--- src/rtl/cache_repl_ctrl.sv ---
// ---------------------------------------------------------------------------
// cache_repl_ctrl
//
// Purpose:
//   Per-cache control FSM. It sequences the tag check, victim selection,
//   dirty-line writeback and line refill for one outstanding CPU request.
//   It owns the write side of the per-set LRU array: it drives mru/index/load
//   and uses the array's lru_out as the replacement victim. The tag, data,
//   valid and dirty arrays live in the datapath and only see strobes from here.
//
// Ports:
//   clk, rst_n          clock (rising edge) / asynchronous active-low reset
//   cpu_read/cpu_write  CPU request, held until cpu_resp (both = write)
//   cpu_index           set index of the request
//   cpu_resp            one-cycle completion pulse
//   hit, hit_way        datapath tag compare result
//   victim_dirty        dirty bit of the way currently offered as victim
//   lru_way             lru_out of the LRU array for cpu_index
//   lru_load/lru_mru/lru_index  LRU array update controls
//   victim_way          latched victim way
//   data_we             CPU write into hit_way (sets dirty)
//   fill_we             refill of victim_way (loads line/tag/valid, clears dirty)
//   mem_read/mem_write  cacheline memory requests, mem_resp completes them
//   hit_count/miss_count  performance counters
//
// Configuration:
//   CACHE_REPL_PERF_CNT_EN  when defined, hit_count/miss_count are saturating
//                           32-bit counters; otherwise both are tied to 0.
// ---------------------------------------------------------------------------
module cache_repl_ctrl #(
    parameter int SET           = 8,
    parameter int ASSOCIATIVITY = 4,
    parameter int LRU_WIDTH     = $clog2(ASSOCIATIVITY),
    parameter int IDX_WIDTH     = $clog2(SET)
) (
    input  logic                 clk,
    input  logic                 rst_n,
    input  logic                 cpu_read,
    input  logic                 cpu_write,
    input  logic [IDX_WIDTH-1:0] cpu_index,
    output logic                 cpu_resp,
    input  logic                 hit,
    input  logic [LRU_WIDTH-1:0] hit_way,
    input  logic                 victim_dirty,
    input  logic [LRU_WIDTH-1:0] lru_way,
    output logic                 lru_load,
    output logic [LRU_WIDTH-1:0] lru_mru,
    output logic [IDX_WIDTH-1:0] lru_index,
    output logic [LRU_WIDTH-1:0] victim_way,
    output logic                 data_we,
    output logic                 fill_we,
    output logic                 mem_read,
    output logic                 mem_write,
    input  logic                 mem_resp,
    output logic [31:0]          hit_count,
    output logic [31:0]          miss_count
);

    localparam logic [1:0] S_IDLE      = 2'd0;
    localparam logic [1:0] S_CHECK     = 2'd1;
    localparam logic [1:0] S_WRITEBACK = 2'd2;
    localparam logic [1:0] S_FILL      = 2'd3;

    logic [1:0]           r_state;
    logic [1:0]           w_next_state;
    logic [LRU_WIDTH-1:0] r_victim_way;
    logic                 w_check_hit;
    logic                 w_check_miss;
    logic                 w_fill_done;

    assign w_check_hit  = (r_state == S_CHECK) && hit;
    assign w_check_miss = (r_state == S_CHECK) && !hit;
    assign w_fill_done  = (r_state == S_FILL) && mem_resp;

    // All strobes are decoded from the registered state, so an asynchronous
    // reset removes every memory request and array strobe at once.
    assign cpu_resp   = w_check_hit;
    assign lru_load   = w_check_hit;
    assign lru_mru    = w_check_hit ? hit_way : '0;
    assign data_we    = w_check_hit && cpu_write;
    assign fill_we    = w_fill_done;
    assign mem_read   = (r_state == S_FILL);
    assign mem_write  = (r_state == S_WRITEBACK);
    assign lru_index  = cpu_index;
    assign victim_way = r_victim_way;

    // A simultaneous read+write needs no special routing: data_we already
    // follows cpu_write, so the request behaves as a write.
    always_comb begin
        w_next_state = r_state;
        case (r_state)
            S_IDLE:      if (cpu_read || cpu_write) w_next_state = S_CHECK;
            S_CHECK:     if (hit)                   w_next_state = S_IDLE;
                         else if (victim_dirty)     w_next_state = S_WRITEBACK;
                         else                       w_next_state = S_FILL;
            S_WRITEBACK: if (mem_resp)              w_next_state = S_FILL;
            S_FILL:      if (mem_resp)              w_next_state = S_CHECK;
            default:                                w_next_state = S_IDLE;
        endcase
    end

    // The victim is captured on the miss edge so that writeback and fill
    // keep targeting the same way even if lru_way changes afterwards.
    always_ff @(posedge clk or negedge rst_n) begin
        if (!rst_n) begin
            r_state      <= S_IDLE;
            r_victim_way <= '0;
        end else begin
            r_state <= w_next_state;
            if (w_check_miss) begin
                r_victim_way <= lru_way;
            end
        end
    end

`ifdef CACHE_REPL_PERF_CNT_EN
    logic        r_refill;
    logic [31:0] r_hit_count;
    logic [31:0] r_miss_count;

    // r_refill marks the CHECK that follows a fill, whose hit belongs to
    // the already-counted miss rather than to a new hit.
    always_ff @(posedge clk or negedge rst_n) begin
        if (!rst_n) begin
            r_refill     <= 1'b0;
            r_hit_count  <= '0;
            r_miss_count <= '0;
        end else begin
            if (w_fill_done) begin
                r_refill <= 1'b1;
            end else if (w_check_hit) begin
                r_refill <= 1'b0;
            end
            if (w_check_hit && !r_refill && (r_hit_count != 32'hFFFF_FFFF)) begin
                r_hit_count <= r_hit_count + 32'd1;
            end
            if (w_check_miss && (r_miss_count != 32'hFFFF_FFFF)) begin
                r_miss_count <= r_miss_count + 32'd1;
            end
        end
    end

    assign hit_count  = r_hit_count;
    assign miss_count = r_miss_count;
`else
    assign hit_count  = 32'd0;
    assign miss_count = 32'd0;
`endif

endmodule

--- config.mk ---
export PLATFORM = sky130hd
export DESIGN_NAME = cache_repl_ctrl
export DESIGN_NICKNAME = d
export VERILOG_FILES = /design/src/rtl/cache_repl_ctrl.sv
export SDC_FILE = /design/constraint.sdc
export NUM_CORES = 1
export LEC_CHECK = 0
export ABC_AREA = 1
export CAP_MARGIN = 40
export CORE_UTILIZATION = 60
export CTS_CLUSTER_SIZE = 28
export DETAILED_ROUTE_END_ITERATION = 6
export DONT_BUFFER_PORTS = 1
export PLACE_DENSITY = 0.76
export REMOVE_ABC_BUFFERS = 1
export SETUP_SLACK_MARGIN = 0.2
export SYNTH_ARGS = -nofsm -noshare
export SYNTH_HDL_FRONTEND = slang
export SYNTH_SLANG_ARGS = --single-unit
export TNS_END_PERCENT = 1
--- constraint.sdc ---
create_clock -name clk -period 2.5 [get_ports clk]
set_input_delay 0.25 -clock clk [delete_from_list [all_inputs] [get_ports clk]]
set_output_delay 0.25 -clock clk [all_outputs]
set_load 0.01 [all_outputs]
==> impl_results.md, run 1 <==
- Post-synth top area cell: buf_4
- Crit path largest cell delay: roughly 410 ps
- Initial antenna violation count: 0
- Max Freq: around 0.65 GHz
- Synth top area share: 0.6191
- Pint: 0.2320 mW
- RR Endpoint: r_state[1]
- Synth top cells by count: buf_4, nand2_1, inv_1
- Detailed Routing Iterations Pass 1: 4
- Core box area: roughly 0.0012 sq mm
- Tcrit/Tclk final: 0.6172
- Final max-slew violation count: 0
- IR drop worst, VDD: roughly 0.00047 V
- Top FF cell, synth: dfrtp_1
- Critical Path Sink Type: primary output
- Total CTS buffers: 3
- Synth unique cells: 13
- Clk_lat worst skew: between 200 and 250 ps
- Final instance area: about 600 sq um
- GRT Util Overall: 0.1178
- Reg2Reg Depth: 7
- Leakage: roughly 0.42 nW
- DR vias/cell: about 3.4
- Row count: 12
- Hold Crit Class: primary input to flip-flop
- Initial drt markers: 13
- Mapped Avg Cell Area: a little over 7 sq um
- Dpl cell area: between 500 and 600 sq um
- RR Startpoint: r_state[0]
- Sw frac: 0.5184
- Layout cells sized above 1: 0.06087
- I/O pin cnt: 91
- Routing usage on met2: 0.1792
- Clock transition at path regs: 40 ps
- Die height: a little under 40 um
- Area growth syn-to-layout: -27.16%
- Logic pwr share: 0.560
- Detail Placement HPWL: about 820 um
- GPL Wtd Cong: around 0.62
- Vias in the first global route: about 300
- Clock buffer depth: 2
- Antenna Cells: 0
- Met3 Use GR: 0.05202
- Root Buffer Master: clkbuf_4
- GRT busiest layer: met2
- Fin nets: about 140
- Setup ws final: about 960 ps
- Grt total ovfl: 0
- Post-route setup TNS: 0 ps
- CTS tree: yes
- Mapped Cells: 116
- Die area: 0.001526 sq mm
- Ys async rst share: 1.000
- Fin. Hold Viols: 0
- Max Cap Violations: 0
- First-pass GRT wire length: 1.124 mm
- Largest cells by area after synthesis: buf_4, dfrtp_1, nand2_1, ha_1, inv_1
- Slowest CP cell: dfrtp_1
- CP Max Fanout: 4
- Pin count of the biggest net entering global routing: 5
- Clock Power Share: 0.159
- Worst setup path class: flip-flop to primary output
- Final antenna-violating net count: 0
- Starting Density: 0.6951
- Critical path startpoint: r_state[1]
- Post-CTS setup buffer count: 0
- Ys Warns: 0
- Net Switching: 0.2498 mW
- Dpl ws: 1214 ps
- Die Wd: around 39 um
- Final Routed Wirelength: slightly above 900 um
- Netlist Area Pre-Place: 824.5 sq um
- Met1 usage: 0.1095
- CP Cell Sequence: inv_1, ha_1, nand2_1, nor2_1
- Pwr Density: between 800 and 900 mW/mm^2
- Setup crit end: data_we
- Hold WS: between 150 and 200 ps
- Hold-fix buffers at CTS: 1
- Residual DRC: 0
- DR WL/cell: around 7 um
- Worst Skew: 1.695 ps
- Seq/Total Area, Yosys: 0.1214
- Fin crit period: ~1500 ps
- # setup viols final: 0
- H-tree Lvls: 1
- Startpoint Class: flip-flop
- Status: finished, final reports clean
- RSZ-0062 raised after global routing: no
- CTS resizes: 0
- Total vias in the final route: 442
- Reg2Reg Setup Slack: 1240 ps
- Crit path DAT: 1290 ps
- Seq cells post-synth: 4
- Count leader, synth: buf_4
- Reg power frac: 0.281
- Clk sinks: 4
- Post-synth EDFFs: 0
- Port Buffer Count: 0
- CP required: 2250 ps
-- power by group through the flow --
stage	Clock (mW)	Sequential, mW	Combinational, mW
after floorplan	0	0.128	0.232
after CTS	0.0815	0.135	0.270
after global routing	0.0865	0.141	0.315
after global placement	0	0.132	0.259
after detailed placement	0	0.136	0.267
final	0.0764	0.135	0.270
-- worst min-delay path by stage --
| stage | from | to | slack, ps | cells past startpoint |
|---|---|---|---|---|
| after CTS | lru_way[0] | victim_way[0] | 170 | 2 |
| final | lru_way[1] | victim_way[1] | 170 | 2 |
| after detailed placement | rst_n | r_state[1] | -50 | 0 |
| after floorplan | rst_n | r_state[0] | -50 | 0 |
| after global routing | lru_way[0] | victim_way[0] | 170 | 2 |
| after global placement | rst_n | r_state[0] | -50 | 0 |
-- cells in the final DEF (no fill, tap or decap) --
master         count
nand2_2            1
o21ai_1            2
inv_2              1
clkbuf_4           3
nand2_1           14
nor2_2             2
inv_1              9
nand3_1            2
dfrtp_1            4
a21oi_1            1
dlygate4sd3_1      1
ha_1               4
conb_1            64
nor2_1             7
-- final cells by class --
| class | count | area, sq um |
|---|---|---|
| Timing Repair Buffer | 1 | 10.01 |
| Clock buffer | 3 | 22.52 |
| Tap cell | 14 | 17.52 |
| Multi-Input combinational cell | 97 | 412.9 |
| Sequential cell | 4 | 100.1 |
| Inverter | 10 | 37.54 |
| Fill cell | 113 | 585.6 |
-- sequential cells by signal, indices dropped and copies added, names as in the netlist --
| signal | cells |
|---|---|
| r_state | 2 |
| victim_way | 2 |
-- cells by family after synthesis --
| kind of cell | after synthesis | share of synthesized area |
|---|---|---|
| AND/OR/NAND/NOR | 26 | 0.1305 |
| other | 1 | 0.004548 |
| flip-flops | 4 | 0.1214 |
| adder cells (fa/ha/maj) | 4 | 0.06070 |
| buffers and inverters | 78 | 0.6646 |
| AO/OA/AOI/OAI | 3 | 0.01820 |
-- critical path: cells and delay by family (launching register included) --
kind | cells | cell delay [ps]
buffers and inverters | 1 | 100
and+or+nand+nor | 2 | 320
DFF | 1 | 410
adders and majority gates | 1 | 230
-- metal layers --
layer,vias up,part of all wire
li1,209,-
met3,2,0.15
met5,-,0
met1,184,0.29
met2,47,0.54
met4,0,0.013
-- stage by stage --
stage	instances	util	power [mW]
3_5_place_dp	125	0.4789	0.4031
5_1_grt	129	0.5063	0.5434
4_1_cts	129	0.5063	0.4866
6_report	129	0.5063	0.4818
3_3_place_gp	125	0.4789	0.3905
2_1_floorplan	111	-	0.3596
No activity file was read; power rests on OpenSTA's default activity.
==> inputs of run 2 (changes only) <==
Clock period 2.5 ns to 1.55 ns, I/O delays scaled along.
==> impl_results.md, run 2 (synthesis results as in run 1) <==
- RSZ-0062 raised after global routing: no
- Die Wd: 39.07 um (unchanged)
- IR drop worst, VDD: 0.0007415 V (+57%)
- Status: finished, final reports clean
- Fin. Hold Viols: 0 (unchanged)
- H-tree Lvls: 1 (unchanged)
- Filler cell count: 121 (+7.1%)
- Port Buffer Count: 0 (unchanged)
- Final antenna-violating net count: 0 (unchanged)
- Row count: 12 (unchanged)
- First-pass GRT wire length: 1.228 mm (+9.3%)
- HP Start: lru_way[0]
- Initial antenna violation count: 0 (unchanged)
- Clock transition at path regs: 40 ps (about the same)
- Worst setup path class: flip-flop to primary output
- Tcrit/Tclk final: 0.8346
- Fin nets: 135 (unchanged)
- Commonest non-fill, non-tap cells in the layout: conb_1, nand2_1, inv_1, nor2_1
- DR vias/cell: 3.597 (+5.0%)
- Residual DRC: 0 (unchanged)
- Detail Placement HPWL: 886.9 um (+8.5%)
- Max Cap Violations: 0 (unchanged)
- Final Routed Wirelength: 997 um (+10%)
- Worst Skew: 2.240 ps (+0.5456 ps)
- Grt total ovfl: 0 (unchanged)
- RR Startpoint: r_state[0]
- DR WL/cell: 7.729 um (+10%)
- Antenna Cells: 0 (unchanged)
- Die area: 0.001526 sq mm (unchanged)
- # setup viols final: 0 (unchanged)
- Total CTS buffers: 3 (unchanged)
- Area growth syn-to-layout: -21.55%
- Vias in the first global route: 326 (+11%)
- Critical path startpoint: r_state[1]
- Layout cells sized above 1: 0.1304 (+0.06957)
- Sequential cell area: 101.3 sq um (+1.2%)
- Clk_lat worst skew: 240 ps (about the same)
- Leakage: 0.4247 nW (+0.53%)
- Die height: 39.07 um (unchanged)
- Final max-slew violation count: 0 (unchanged)
- CP Max Fanout: 4 (unchanged)
- Root Buffer Master: clkbuf_4
- I/O pin cnt: 91 (unchanged)
- Multi-input gate area: 457.9 sq um (+11%)
- Core box area: 0.001186 sq mm (unchanged)
- Startpoint Class: flip-flop
- GRT Util Overall: 0.1257 (+0.007960)
- Commonest non-fill, non-tap cell in the layout: conb_1
- Pin count of the biggest net entering global routing: 5 (unchanged)
- Fin crit period: 1294 ps
- Critical Path Sink Type: primary output
- Pwr Density: 1347 mW/mm^2 (+68%)
- CP required: 1390 ps (-860 ps)
- Initial drt markers: 6 (-7)
- Max Freq: just under 0.8 GHz
- Clock buffer depth: 2 (unchanged)
- Detailed Routing Iterations Pass 1: 4 (unchanged)
- Crit path DAT: 1140 ps (-150 ps)
- Core Util, Final: 0.5454 (+0.03903)
- Hold Crit Class: primary input to flip-flop
- Clk sinks: 4 (unchanged)
- CTS tree: yes
- Starting Density: 0.6951 (unchanged)
- Total vias in the final route: 464 (+5.0%)
- GPL Wtd Cong: 0.6596 (+6.9%)
- Post-route setup TNS: 0 ps (unchanged)
[run 2: cell counts in the layout (fill, tap and decap cells not counted)]
Identical to the previous run, type by type.
[run 2: report_power, final]
group | total (mW) | internal (mW) | switching, mW
logic | 0.508 | 0.164 | 0.344
clock network | 0.133 | 0.0869 | 0.0464
registers | 0.230 | 0.161 | 0.0684
[run 2: routing by layer]
layer	routed length (um)	GRT usage
met1	274	0.1119
met2	542	0.2208
met3	148	0.02890
met4	31	0.1293
met5	0	0
[run 2: final cells by class]
| type | instances | area share |
|---|---|---|
| Clock buffer | 3 | 0.03482 |
| Inverter | 10 | 0.05803 |
| Multi-Input combinational cell | 97 | 0.7079 |
| Sequential cell | 4 | 0.1567 |
| Tap cell | 14 | 0.02708 |
| Timing Repair Buffer | 1 | 0.01547 |
[run 2: final timing paths]
kind / endpoint / slack [ps] / depth (start not counted)
max: lru_mru[0] / 260 / 4
min: victim_way[0] / 60 / 2
max reg2reg: r_state[0] / 330 / 7
min reg2reg: r_state[1] / 550 / 2
max in group asynchronous: r_state[0] / 1170 / 1
min in group asynchronous: victim_way[0] / 190 / 1
[run 2: repair_timing]
action | in CTS | in global routing
setup endpoints to repair | 5 | 3
gates resized for setup | 11 | 2
pin swaps | 0 | 0
setup buffers | 0 | 0
hold endpoints to repair | 4 | 0
hold buffers | 1 | 0
[run 2: worst max-delay path, stage by stage, from the launching register on]
cell	delay, ps
dfrtp_1	410
inv_1	120
ha_4	180
nand2_4	90
nor2_4	110
[run 2: metrics by stage]
stage	hold slack [ps]	instances	area (sq um)	total power [mW]	worst slack [ps]
4_1_cts	57.16	129	643.1	0.8727	227.6
5_1_grt	67.68	129	646.9	0.9603	207.0
6_report	63.55	129	646.9	0.8713	256.3
3_5_place_dp	-140.5	125	568.0	0.6554	294.8
2_1_floorplan	-140.6	111	550.5	0.5801	410.0
3_3_place_gp	-140.5	125	568.0	0.6326	327.2
==> inputs of run 3 (changes only) <==
Settings changed: CORE_UTILIZATION 60 to 56, PLACE_DENSITY 0.76 to 0.74.
Clock period 1.55 ns to 1.1 ns, I/O delays scaled along.
==> impl_results.md, run 3 (synthesis results as in run 1) <==
- Status: finished, violations left
- Failing checks: negative setup slack
- Critical Path Sink Type: primary output
- Die height: 40.37 um (+3.3%)
- Grt total ovfl: 0 (unchanged)
- Commonest non-fill, non-tap cell in the layout: conb_1
- Worst Hold End: victim_way[0]
- DR vias/cell: 3.426 (-4.7%)
- Fin cells: 136 (+5.4%)
- Sequential cell area: 101.3 sq um (unchanged)
- Die Wd: 40.37 um (+3.3%)
- Total vias in the final route: 466 (+0.43%)
- Antenna Cells: 0 (unchanged)
- Vias in the first global route: 306 (-6.1%)
- Clk sinks: 4 (unchanged)
- CP Max Fanout: 4 (unchanged)
- Area growth syn-to-layout: -12.59%
- Routing usage on met2: 0.1944 (-0.02639)
- Clock buffer depth: 2 (unchanged)
- Pin count of the biggest net entering global routing: 5 (unchanged)
- Max Cap Violations: 0 (unchanged)
- Multi-input gate area: 483.0 sq um (+5.5%)
- Max Freq: 0.8082 GHz
- Fin. Hold Viols: 0 (unchanged)
- GRT busiest layer: met2
- IR drop worst, VDD: 0.001079 V (+45%)
- GRT Util Overall: 0.1196 (-0.006159)
- Setup ws final: -137.3 ps (-393.6 ps)
- Starting Density: 0.6182 (-0.07695)
- Final instance area: 720.7 sq um (+11%)
- Detail Placement HPWL: 850.3 um (-4.1%)
- Port Buffer Count: 0 (unchanged)
- Met1 usage: 0.1291 (+0.01725)
- Clock transition at path regs: 40 ps (about the same)
- CP required: 990 ps (-400 ps)
- Worst Skew: 2.987 ps (+0.7471 ps)
- Tcrit/Tclk final: 1.125
- Startpoint Class: flip-flop
- Reg2Reg Depth: 7 (unchanged)
- Row count: 13 (+1)
- Die area: 0.001630 sq mm (+6.8%)
- RR Endpoint: r_state[0]
- Root Buffer Master: clkbuf_4
- Leakage: 0.4502 nW (+6.0%)
- Residual DRC: 0 (unchanged)
- Layout cells sized above 1: 0.2066 (+0.07618)
- Initial antenna violation count: 0 (unchanged)
- I/O pin cnt: 91 (unchanged)
- Clk_lat worst skew: 230 ps (about the same)
- CTS tree: yes
- Core box area: 0.001334 sq mm (+12%)
- # setup viols final: 12 (+12)
- Met3 Use GR: 0.04444 (+0.01554)
- DP Cell Count: 130 (+4.0%)
- Fin crit period: 1237 ps
- Commonest non-fill, non-tap cells in the layout: conb_1, nand2_1, inv_1, buf_4, nor2_1
- Crit path DAT: 1130 ps (about the same)
- Total power draw: 1.425 mW (+64%)
- Reg2Reg Setup Slack: -50 ps (-380 ps)
- HP Start: lru_way[0]
- H-tree Lvls: 1 (unchanged)
- Worst setup path class: flip-flop to primary output
- Pwr Density: 1977 mW/mm^2 (+47%)
- Final antenna-violating net count: 0 (unchanged)
- Final max-slew violation count: 0 (unchanged)
- Worst hold path depth: 2 (unchanged)
- Filler cell count: 141 (+17%)
- RR Startpoint: r_state[0]
- Total CTS buffers: 3 (unchanged)
- Initial drt markers: 6 (unchanged)
- Dpl cell area: 599.3 sq um (+5.5%)
- First-pass GRT wire length: 1.269 mm (+3.3%)
- GPL Wtd Cong: 0.6694 (+1.5%)
- Hold Crit Class: primary input to flip-flop
- Detailed Routing Iterations Pass 1: 2 (-2)
- Fin nets: 141 (+4.4%)
- Final Routed Wirelength: 982 um (-1.5%)
- DR WL/cell: 7.221 um (-6.6%)
- RSZ-0062 raised after global routing: yes
run 3: worst max-delay path by stage:
stage                 endpoint        from
finish              lru_mru[1]  r_state[0]
detailed placement  r_state[1]  r_state[0]
global placement    r_state[0]  r_state[0]
global route        lru_mru[0]  r_state[0]
floorplan           r_state[0]  r_state[0]
CTS                 lru_mru[0]  r_state[0]
run 3: final cells by class:
| type | count | area share |
|---|---|---|
| Multi-Input combinational cell | 97 | 0.6701 |
| Tap cell | 15 | 0.02604 |
| Clock buffer | 3 | 0.03125 |
| Inverter | 10 | 0.05556 |
| Sequential cell | 4 | 0.1406 |
| Timing Repair Buffer | 7 | 0.07639 |
run 3: routing by layer:
| layer | up-vias | share of wire |
|---|---|---|
| met5 | - | 0 |
| li1 | 221 | - |
| met4 | 0 | 0.012 |
| met1 | 201 | 0.32 |
| met2 | 42 | 0.56 |
| met3 | 2 | 0.11 |
run 3: worst max-delay path, stage by stage (launching register included):
cell,delay [ps]
dfrtp_1,390
buf_4,140
ha_4,170
nand2_8,80
nor2_4,110
run 3: per-stage QoR:
stage / setup WS (ps) / hold WS [ps] / utilization / setup TNS [ps]
CTS: -148.6 / 17.16 / 0.5375 / -1192
floorplan: -39.99 / -185.6 / - / -79.98
detailed placement: -114.7 / -185.5 / 0.4493 / -230.8
global placement: -76.00 / -185.5 / 0.4493 / -148.0
finish: -137.3 / 28.65 / 0.5403 / -1073
global route: -191.6 / 27.81 / 0.5403 / -1750
run 3: repair_timing:
action                                  CTS  global route
gates resized for setup                  19             1
hold endpoints to repair                  4             0
endpoints found under the setup margin   12            12
hold buffers                              1             0
buffers inserted                          2             0
run 3: power by group:
| group | internal (mW) | switching [mW] |
|---|---|---|
| Sequential | 0.227 | 0.0931 |
| Combinational | 0.364 | 0.563 |
| Clock | 0.122 | 0.0563 |
